### config.mk
export PLATFORM = sky130hd
export DESIGN_NAME = boot_ctrl_flat
export DESIGN_NICKNAME = d
export VERILOG_FILES = /design/src/rtl/boot_ctrl_if.sv /design/src/rtl/boot_ctrl.sv /design/src/flat_wrapper.sv
export SDC_FILE = /design/constraint.sdc
export NUM_CORES = 1
export LEC_CHECK = 0
export ABC_AREA = 0
export BUFFER_PORTS_ARGS = -buffer_cell sky130_fd_sc_hd__buf_2
export CELL_PAD_IN_SITES_DETAIL_PLACEMENT = 0
export CELL_PAD_IN_SITES_GLOBAL_PLACEMENT = 1
export CORE_MARGIN = 8
export CORE_UTILIZATION = 25
export DETAILED_ROUTE_END_ITERATION = 16
export PLACE_DENSITY_LB_ADDON = 0.15
export SYNTH_ARGS = -nofsm -noshare
export SYNTH_HDL_FRONTEND = slang
export SYNTH_SLANG_ARGS = --single-unit
### constraint.sdc
create_clock -name clk -period 4.6 [get_ports clk]
set_input_delay 0.69 -clock clk [delete_from_list [all_inputs] [get_ports clk]]
set_output_delay 0.69 -clock clk [all_outputs]
set_load 0.01 [all_outputs]
### src/rtl/boot_ctrl_if.sv
// Byte-stream and RAM-load signals of the boot loader, grouped for port binding.
// The loader takes the slave view; whatever feeds UART bytes and watches the load takes the master view.
interface boot_ctrl_if;
  logic        rx_valid;
  logic [7:0]  rx_data;
  logic        ld_valid;
  logic [31:0] ld_addr;
  logic [7:0]  ld_data;
  logic        cpu_running;
  logic        load_err;
  logic        busy;

  modport master (
    output rx_valid, rx_data,
    input  ld_valid, ld_addr, ld_data, cpu_running, load_err, busy
  );

  modport slave (
    input  rx_valid, rx_data,
    output ld_valid, ld_addr, ld_data, cpu_running, load_err, busy
  );
endinterface

### src/rtl/boot_ctrl.sv
// UART boot loader: receives frames of A5, LEN (little endian), LEN payload bytes and an XOR
// checksum, writes the payload into RAM from address 0 and releases the CPU on a good checksum.
module boot_ctrl #(
  parameter int unsigned TIMEOUT_CYCLES = 1000000,
  parameter int unsigned MAX_LEN        = 4096
) (
  input logic        clk,
  input logic        i_reset,
  boot_ctrl_if.slave bus
);

  localparam logic [7:0] SYNC_BYTE = 8'hA5;

  typedef enum logic [2:0] {
    S_IDLE,
    S_LEN_LO,
    S_LEN_HI,
    S_DATA,
    S_CHK,
    S_RUN,
    S_ERR
  } state_t;

  state_t      state, state_next;
  logic [15:0] len_q, len_next;
  logic [7:0]  chk_q, chk_next;
  logic [15:0] idx_q, idx_next;
  logic [31:0] idle_q, idle_next;

  logic        ld_valid_q, ld_valid_next;
  logic [31:0] ld_addr_q, ld_addr_next;
  logic [7:0]  ld_data_q, ld_data_next;
  logic        cpu_running_q;
  logic        load_err_q;
  logic        busy_q, busy_next;

  logic        in_frame;
  logic [15:0] len_full;
  logic [31:0] idle_inc;

  assign in_frame = state inside {S_LEN_LO, S_LEN_HI, S_DATA, S_CHK};
  assign len_full = {bus.rx_data, len_q[7:0]};
  assign idle_inc = idle_q + 32'd1;

  // NOTE: every variable driven here gets a default first, so no path can leave one
  // unassigned and infer a latch.
  always_comb begin
    state_next    = state;
    len_next      = len_q;
    chk_next      = chk_q;
    idx_next      = idx_q;
    idle_next     = '0;
    ld_valid_next = 1'b0;
    ld_addr_next  = ld_addr_q;
    ld_data_next  = ld_data_q;

    if (bus.rx_valid) begin
      case (state)
        S_IDLE, S_ERR: begin
          if (bus.rx_data == SYNC_BYTE) begin
            state_next = S_LEN_LO;
            chk_next   = '0;
            idx_next   = '0;
          end
        end
        S_LEN_LO: begin
          len_next   = {len_q[15:8], bus.rx_data};
          state_next = S_LEN_HI;
        end
        S_LEN_HI: begin
          len_next = len_full;
          if (32'(len_full) > MAX_LEN) begin
            state_next = S_ERR;
          end else if (len_full == 16'd0) begin
            state_next = S_CHK;
          end else begin
            state_next = S_DATA;
          end
        end
        S_DATA: begin
          ld_valid_next = 1'b1;
          ld_addr_next  = 32'(idx_q);
          ld_data_next  = bus.rx_data;
          chk_next      = chk_q ^ bus.rx_data;
          idx_next      = idx_q + 16'd1;
          if (idx_q == len_q - 16'd1) begin
            state_next = S_CHK;
          end
        end
        S_CHK: begin
          state_next = (bus.rx_data == chk_q) ? S_RUN : S_ERR;
        end
        S_RUN: begin
          state_next = S_RUN;
        end
        default: begin
          state_next = S_IDLE;
        end
      endcase
    end else if (in_frame) begin
      // A byte in the same cycle as the limit is reached takes priority over the timeout.
      idle_next = idle_inc;
      if (idle_inc == TIMEOUT_CYCLES) begin
        state_next = S_ERR;
        idle_next  = '0;
      end
    end

    busy_next = state_next inside {S_LEN_LO, S_LEN_HI, S_DATA, S_CHK};
  end

  // NOTE: sequential state uses non-blocking assignments so every register samples the
  // pre-edge values, independent of statement order.
  always_ff @(posedge clk) begin
    if (i_reset) begin
      state         <= S_IDLE;
      len_q         <= '0;
      chk_q         <= '0;
      idx_q         <= '0;
      idle_q        <= '0;
      ld_valid_q    <= 1'b0;
      ld_addr_q     <= '0;
      ld_data_q     <= '0;
      cpu_running_q <= 1'b0;
      load_err_q    <= 1'b0;
      busy_q        <= 1'b0;
    end else begin
      state         <= state_next;
      len_q         <= len_next;
      chk_q         <= chk_next;
      idx_q         <= idx_next;
      idle_q        <= idle_next;
      ld_valid_q    <= ld_valid_next;
      ld_addr_q     <= ld_addr_next;
      ld_data_q     <= ld_data_next;
      cpu_running_q <= (state_next == S_RUN);
      load_err_q    <= (state_next == S_ERR);
      busy_q        <= busy_next;
    end
  end

  assign bus.ld_valid    = ld_valid_q;
  assign bus.ld_addr     = ld_addr_q;
  assign bus.ld_data     = ld_data_q;
  assign bus.cpu_running = cpu_running_q;
  assign bus.load_err    = load_err_q;
  assign bus.busy        = busy_q;

endmodule

### src/flat_wrapper.sv
// flat-port wrapper written by rule: the top's interface ports become plain ports
module boot_ctrl_flat 
#(
  parameter int unsigned TIMEOUT_CYCLES = 1000000,
  parameter int unsigned MAX_LEN        = 4096
)
  (clk, i_reset, bus_rx_valid, bus_rx_data, bus_ld_valid, bus_ld_addr, bus_ld_data, bus_cpu_running, bus_load_err, bus_busy);
  boot_ctrl_if bus_i ();
  input logic clk;
  input logic i_reset;
  input wire logic [$bits(bus_i.rx_valid)-1:0] bus_rx_valid;
  input wire logic [$bits(bus_i.rx_data)-1:0] bus_rx_data;
  output wire logic [$bits(bus_i.ld_valid)-1:0] bus_ld_valid;
  output wire logic [$bits(bus_i.ld_addr)-1:0] bus_ld_addr;
  output wire logic [$bits(bus_i.ld_data)-1:0] bus_ld_data;
  output wire logic [$bits(bus_i.cpu_running)-1:0] bus_cpu_running;
  output wire logic [$bits(bus_i.load_err)-1:0] bus_load_err;
  output wire logic [$bits(bus_i.busy)-1:0] bus_busy;
  assign bus_i.rx_valid = bus_rx_valid;
  assign bus_i.rx_data = bus_rx_data;
  assign bus_ld_valid = bus_i.ld_valid;
  assign bus_ld_addr = bus_i.ld_addr;
  assign bus_ld_data = bus_i.ld_data;
  assign bus_cpu_running = bus_i.cpu_running;
  assign bus_load_err = bus_i.load_err;
  assign bus_busy = bus_i.busy;
  boot_ctrl #(.TIMEOUT_CYCLES(TIMEOUT_CYCLES), .MAX_LEN(MAX_LEN)) u_core (.clk(clk), .i_reset(i_reset), .bus(bus_i));
endmodule
Word level (Yosys, flattened, before mapping)
Cells that the tools add are included.
Storage, ports and cells
  word-level logic and storage cells: 65
  output and inout port bits: 44
  flip-flop bits (word level): 103
  bits of input ports: 11
Cells by class
  order comparisons: 1
  muxes and demuxes: 15
  bitwise logic cells: 5
  reductions and logical operators: 12
  equal/unequal tests: 17
  add/subtract/negate cells: 3
Operator list (number)
  case mux 16 bit (2 select lines): 2
  adder 32 x 1 -> 32 bit (second input constant): 1
  equality test 32 x 20 -> 1 bit (second input constant): 1
  2-to-1 mux 3 bit: 7
  equality test 3 bit (second input constant): 6
  case mux 3 bit (6 select lines): 1
  adder 16 x 1 -> 16 bit (second input constant): 1
  equality test 16 bit: 1
  > comparator 16 x 13 -> 1 bit (second input constant): 1
  logical NOT 16 bit: 1
  2-to-1 mux 16 bit: 1
  case mux 8 bit (2 select lines): 1
  subtractor 16 x 1 -> 16 bit (second input constant): 1
  equality test 3 x 2 -> 1 bit (second input constant): 4
  AND reduction 3 bit: 3
  equality test 8 bit: 1
  equality test 8 bit (second input constant): 1
  2-to-1 mux 8 bit: 1
  nonzero test 4 bit: 2
  bitwise XOR 8 bit: 1
  equality test 3 x 1 -> 1 bit (second input constant): 2
  inverter 1 bit: 4
  OR reduction 2 bit: 2
  OR reduction 4 bit: 1
  other kinds (6): 6

Depth between registers and ports, before layout
  depth after elaboration: 7
  gate-level depth with buffers: 13
  depth with buffers taken out: 12

Worst setup path before layout
No wires, ideal clock.
  path kind: register to register
  start point: reg u_core.idle_q[0]
  end point: reg u_core.busy_q (netlist: u_core.bus.busy)
  buffers on the path: 1
  required time: 4480 ps
  slack: 1352 ps
  cell stages (with the launch flop): 13
  library setup time: 120 ps
  arrival: 3128 ps
  period minus slack after synthesis: 3248 ps
  path through: dfxtp_1 > ha_1 > nand4_1 > or4_1 > buf_2 > o21ai_0 > or4b_4 > a2111oi_4 > nand4_2 > a221oi_2 > o22ai_1 > nand2b_4 > mux2i_1
Between the ends
  cells in the longest elaborated chain, start to end: 7
  elaborated cells between the ends (all ways): 10
  those cells by class: 1 x add/sub; 5 x eq/ne; 3 x mux; 1 x reduce/logical
Ends and longest elaborated chain
  start, declared: RTL line boot_ctrl.sv:28  | logic [31:0] idle_q, idle_next;
  start signal, assigned: RTL line boot_ctrl.sv:132  | idle_q <= idle_next;
  adder 32 x 1 -> 32 bit (*): RTL line boot_ctrl.sv:43  | assign idle_inc = idle_q + 32'd1;
  equality test 32 x 20 -> 1 bit (*): RTL line boot_ctrl.sv:103  | if (idle_inc == TIMEOUT_CYCLES) begin
  2-to-1 mux 3 bit (*): RTL line boot_ctrl.sv:103
  2-to-1 mux 3 bit (*): RTL line boot_ctrl.sv:100  | end else if (in_frame) begin
  2-to-1 mux 3 bit (*): RTL line boot_ctrl.sv:57  | if (bus.rx_valid) begin
  equality test 3 x 1 -> 1 bit (tied with other cells): RTL line boot_ctrl.sv:109  | busy_next = state_next inside {S_LEN_LO, S_LEN_HI, S_DATA, S_CHK};
  nonzero test 4 bit (*): RTL line boot_ctrl.sv:109
  end signal, assigned: RTL line boot_ctrl.sv:138  | busy_q <= busy_next;
  end, declared: RTL line boot_ctrl.sv:35  | logic busy_q, busy_next;
Every way passes the cells marked *; elsewhere a longest branch is shown, timed or not.
A chain may end at the register's enable or synchronous reset.

Worst setup path after layout
  start point: reg u_core.idle_q[0]
  end point: reg u_core.idle_q[25]
Between the ends
  cells in the longest elaborated chain, start to end: 3
Ends and longest elaborated chain (RTL line)
  adder 32 x 1 -> 32 bit (*): boot_ctrl.sv:43
  equality test 32 x 20 -> 1 bit: boot_ctrl.sv:103
  OR reduction 4 bit (no line)
Marked as above.

==> metrics.md <==
| Metric | Value |
|---|---|
| Status | `completed` |
| Setup Skew | `0.00975 ns` |
| HPWL Detailed | `11000 µm` |
| R2R Setup Slk | `0.74 ns` |
| Maxcap violations | `0` |
| Top cell type by total area after synthesis | `dfxtp_1` |
| GPL Wtd Cong | `0.826` |
| Register area share after synthesis | `36.5%` |
| Die footprint | `27700 µm²` |
| First-pass GRT wire length | `25700 µm` |
| Setup TNS | `0 ns` |
| Area growth syn-to-layout | `11.5%` |
| RSZ-0062 raised after global routing | `false` |
| CTS root buffer | `clkbuf_16` |
| Starting DRT DRC Count | `261` |
| TritonCTS Buffers | `9` |
| Vias/cell | `4.86` |
| Post-synthesis cell count | `739` |
| Syn Area/Cell | `7.65 µm²` |
| H-tree depth | `3` |
| Post-synth EDFFs | `0` |
| Number of port buffers | `38` |
| Min-Delay Path Class | `flip-flop to flip-flop` |
| Die height | `166 µm` |
| Pwr Density | `270 nW/µm²` |
| All-Layer GR Usage | `11.2%` |
| Initial antenna violation count | `0` |
| Commonest cells after routing, fill and taps aside | `nor2_1, nand2_1, dfxtp_1` |
| Hold path start | `u_core.bus.ld_data[3]$_SDFFE_PP0P_` |
| Synthesized flop and latch total | `103` |
| Worst Hold End | `u_core.bus.ld_data[3]$_SDFFE_PP0P_` |
| Crit path kind | `flip-flop to flip-flop` |
| Worst Path Max Fanout | `15` |
| Synthesis Warnings | `0` |
| Clock Sink Count | `103` |
| CORE AREA | `22400 µm²` |
| Crit path launch type | `flip-flop` |
| Max stage delay on crit path | `0.60 ns` |
| Number of global-route vias before repair | `5030` |
| Final setup vio count | `0` |
| Worst Path Required | `4.83 ns` |
| CP Capture Type | `flip-flop` |
| Pin count of the biggest net entering global routing | `67` |
| Pins over their slew limit | `0` |
| FILL cells | `2457` |
| Async S/R FF share, synth | `0%` |
| IO Pins | `55` |
| Nets | `761` |
| Layout cells sized above 1 | `11.0%` |
| Postcts setup bufs | `0` |
| Min Tclk post-route | `3.86 ns` |
| Slew @ Worst Pin | `1.19 ns` |
| Top Layer Used | `met4` |
| Worst r2r src | `u_core.idle_q[0]$_SDFF_PP0_` |
| CP max-delay cell | `or4_1` |
| Ant diodes | `0` |
| Initial Util | `25.2%` |
| Wire per inst | `14.9 µm` |
| CTS tree | `done` |
| Final WL | `15400 µm` |
| Antenna viol nets, final | `0` |
| Ranking of synthesized cells by area | `dfxtp_1, nand2_1, nor2_1, a21oi_1, xor2_1` |
| CP cell instances | `ha_1 > nand4_1 > or4_1 > o21ai_0 > or4b_4 > a2111oi_4 > nand4_2 > nand4_1 > buf_4 > a21oi_1` |
| R2R Path End | `u_core.idle_q[25]$_SDFF_PP0_` |
| Die Wd | `166 µm` |
| Met3 wire len | `516 µm` |
| CTS resizes | `0` |
| Fin crit share | `83.8%` |
| # rows | `55` |
| Worst-Skew Late Latency | `0.36 ns` |
| Worst R2R Path Depth | `10` |
| Hold WS | `0.451 ns` |
| Unique masters post-synth | `59` |
| Max Fclk | `259 MHz` |
| Clk buf depth | `2` |
| VDD IR-drop max | `166 µV` |
| Critical Path AT | `4.09 ns` |
| Final Hold Vio Count | `0` |
| Drt pass-1 iters | `6` |
| M1 wire length | `7430 µm` |
| Leak | `2.17 nW` |
| Rel. slew slack | `19.8%` |
| DRC | `0` |
| Primary FF master, synth | `dfxtp_1` |
| Yosys top cell area share | `36.5%` |
| Gr ovfl total | `0` |
| Hold path cells | `2` |
| Post-synthesis cell area | `5650 µm²` |
| Clock transition at path regs | `0.08 ns` |
| Met2 wire len | `7250 µm` |
| Most frequent CP cell | `nand4_1` |
| Hold buffer count at cts | `0` |
| Via Count | `5041` |
==> cell type report <==
cell class | count | area (µm²) | share of cell area (%)
flip-flops and latches | 103 | 2060 | 32.7
multi-input cells | 572 | 3290 | 52.2
repair buffers | 45 | 243 | 3.85
clock inverters | 5 | 41.3 | 0.655
well taps | 285 | 357 | 5.66
inverters | 16 | 60.1 | 0.953
clock buffers | 11 | 253 | 4.01
==> kinds of logic (layout without fill, tap and decap cells) <==
kind of cell	Yosys count	in the layout	synth area share, %
and+or+nand+nor	348	348	30.1
AOI/OAI and AO/OA	143	143	16.2
xor gates and xnor gates	53	53	8.21
adders and majority gates	3	3	0.664
other	1	16	0.0663
muxes	9	9	1.62
DFF	103	103	36.5
buffers and inverters	79	77	6.66
==> how the worst max path moves through the flow <==
stage	startpoint	to	slack [ns]	depth (start not counted)
6_report	u_core.idle_q[0]$_SDFF_PP0_	u_core.idle_q[25]$_SDFF_PP0_	0.74	10
5_1_grt	u_core.idle_q[0]$_SDFF_PP0_	u_core.idle_q[25]$_SDFF_PP0_	0.39	10
4_1_cts	u_core.idle_q[0]$_SDFF_PP0_	u_core.idle_q[25]$_SDFF_PP0_	0.71	10
3_5_place_dp	u_core.idle_q[0]$_SDFF_PP0_	u_core.idle_q[25]$_SDFF_PP0_	0.73	10
3_3_place_gp	u_core.idle_q[0]$_SDFF_PP0_	u_core.idle_q[17]$_SDFF_PP0_	0.82	10
2_1_floorplan	u_core.idle_q[0]$_SDFF_PP0_	u_core.bus.busy$_SDFF_PP0_	1.35	12
==> layer usage <==
layer | vias up | GRT usage, %
li1 | 2576 | -
met1 | 2368 | 13.6
met5 | - | 0
met4 | 0 | 4.03
met2 | 82 | 19.4
met3 | 15 | 2.14
==> cells in the mapped netlist (5+ instances only) <==
library cell and number:
and3_1 8, clkbuf_1 39, a22oi_1 5, a311oi_1 11, xor2_1 30, dfxtp_1 103
xnor2_1 23, buf_4 20, a31oi_1 6, nor4_1 19, mux2i_1 8, nand2_1 103
a21oi_1 60, o21ai_0 28, or3_1 5, nand4_1 13, nor2_1 103, nor3_1 21
nor2b_1 5, nand2b_1 5, nand3_1 29, inv_1 16
==> state kept, by name (all words and copies together), names as in the netlist <==
| name | flops |
|---|---|
| u_core.bus.load_err | 1 |
| u_core.idx_q | 16 |
| u_core.bus.ld_addr | 16 |
| u_core.bus.ld_valid | 1 |
| u_core.bus.cpu_running | 1 |
| u_core.len_q | 16 |
| u_core.idle_q | 32 |
| u_core.chk_q | 8 |
| u_core.bus.busy | 1 |
| u_core.state | 3 |
| u_core.bus.ld_data | 8 |
==> critical path, delay by kind of cell, from the launching register on <==
kind                     cells  cell delay [ns]
AO/OA/AOI/OAI                3             0.57
adder cells (fa/ha/maj)      1             0.29
buffers and inverters        1             0.30
flip-flops                   1             0.42
AND/OR/NAND/NOR              5             2.15
==> per-stage QoR <==
step / cells / setup slack (ns) / total power [W] / area (µm²) / utilization [%]
3_5_place_dp: 1021 / 0.728 / 0.000955 / 6010 / 26.8
5_1_grt: 1037 / 0.392 / 0.00177 / 6300 / 28.1
3_3_place_gp: 1021 / 0.817 / 0.000955 / 6010 / 26.8
6_report: 1037 / 0.743 / 0.00170 / 6300 / 28.1
4_1_cts: 1037 / 0.708 / 0.00174 / 6300 / 28.1
2_1_floorplan: 754 / 1.35 / 0.000948 / 5710 / -
==> report_power, final <==
part	internal, W	total (W)	switching (W)
Combinational	0.00000868	0.0000426	0.0000340
Clock	0.000401	0.000769	0.000368
Sequential	0.000891	0.000891	0.000000206
Power figures use the tool's default switching activity.
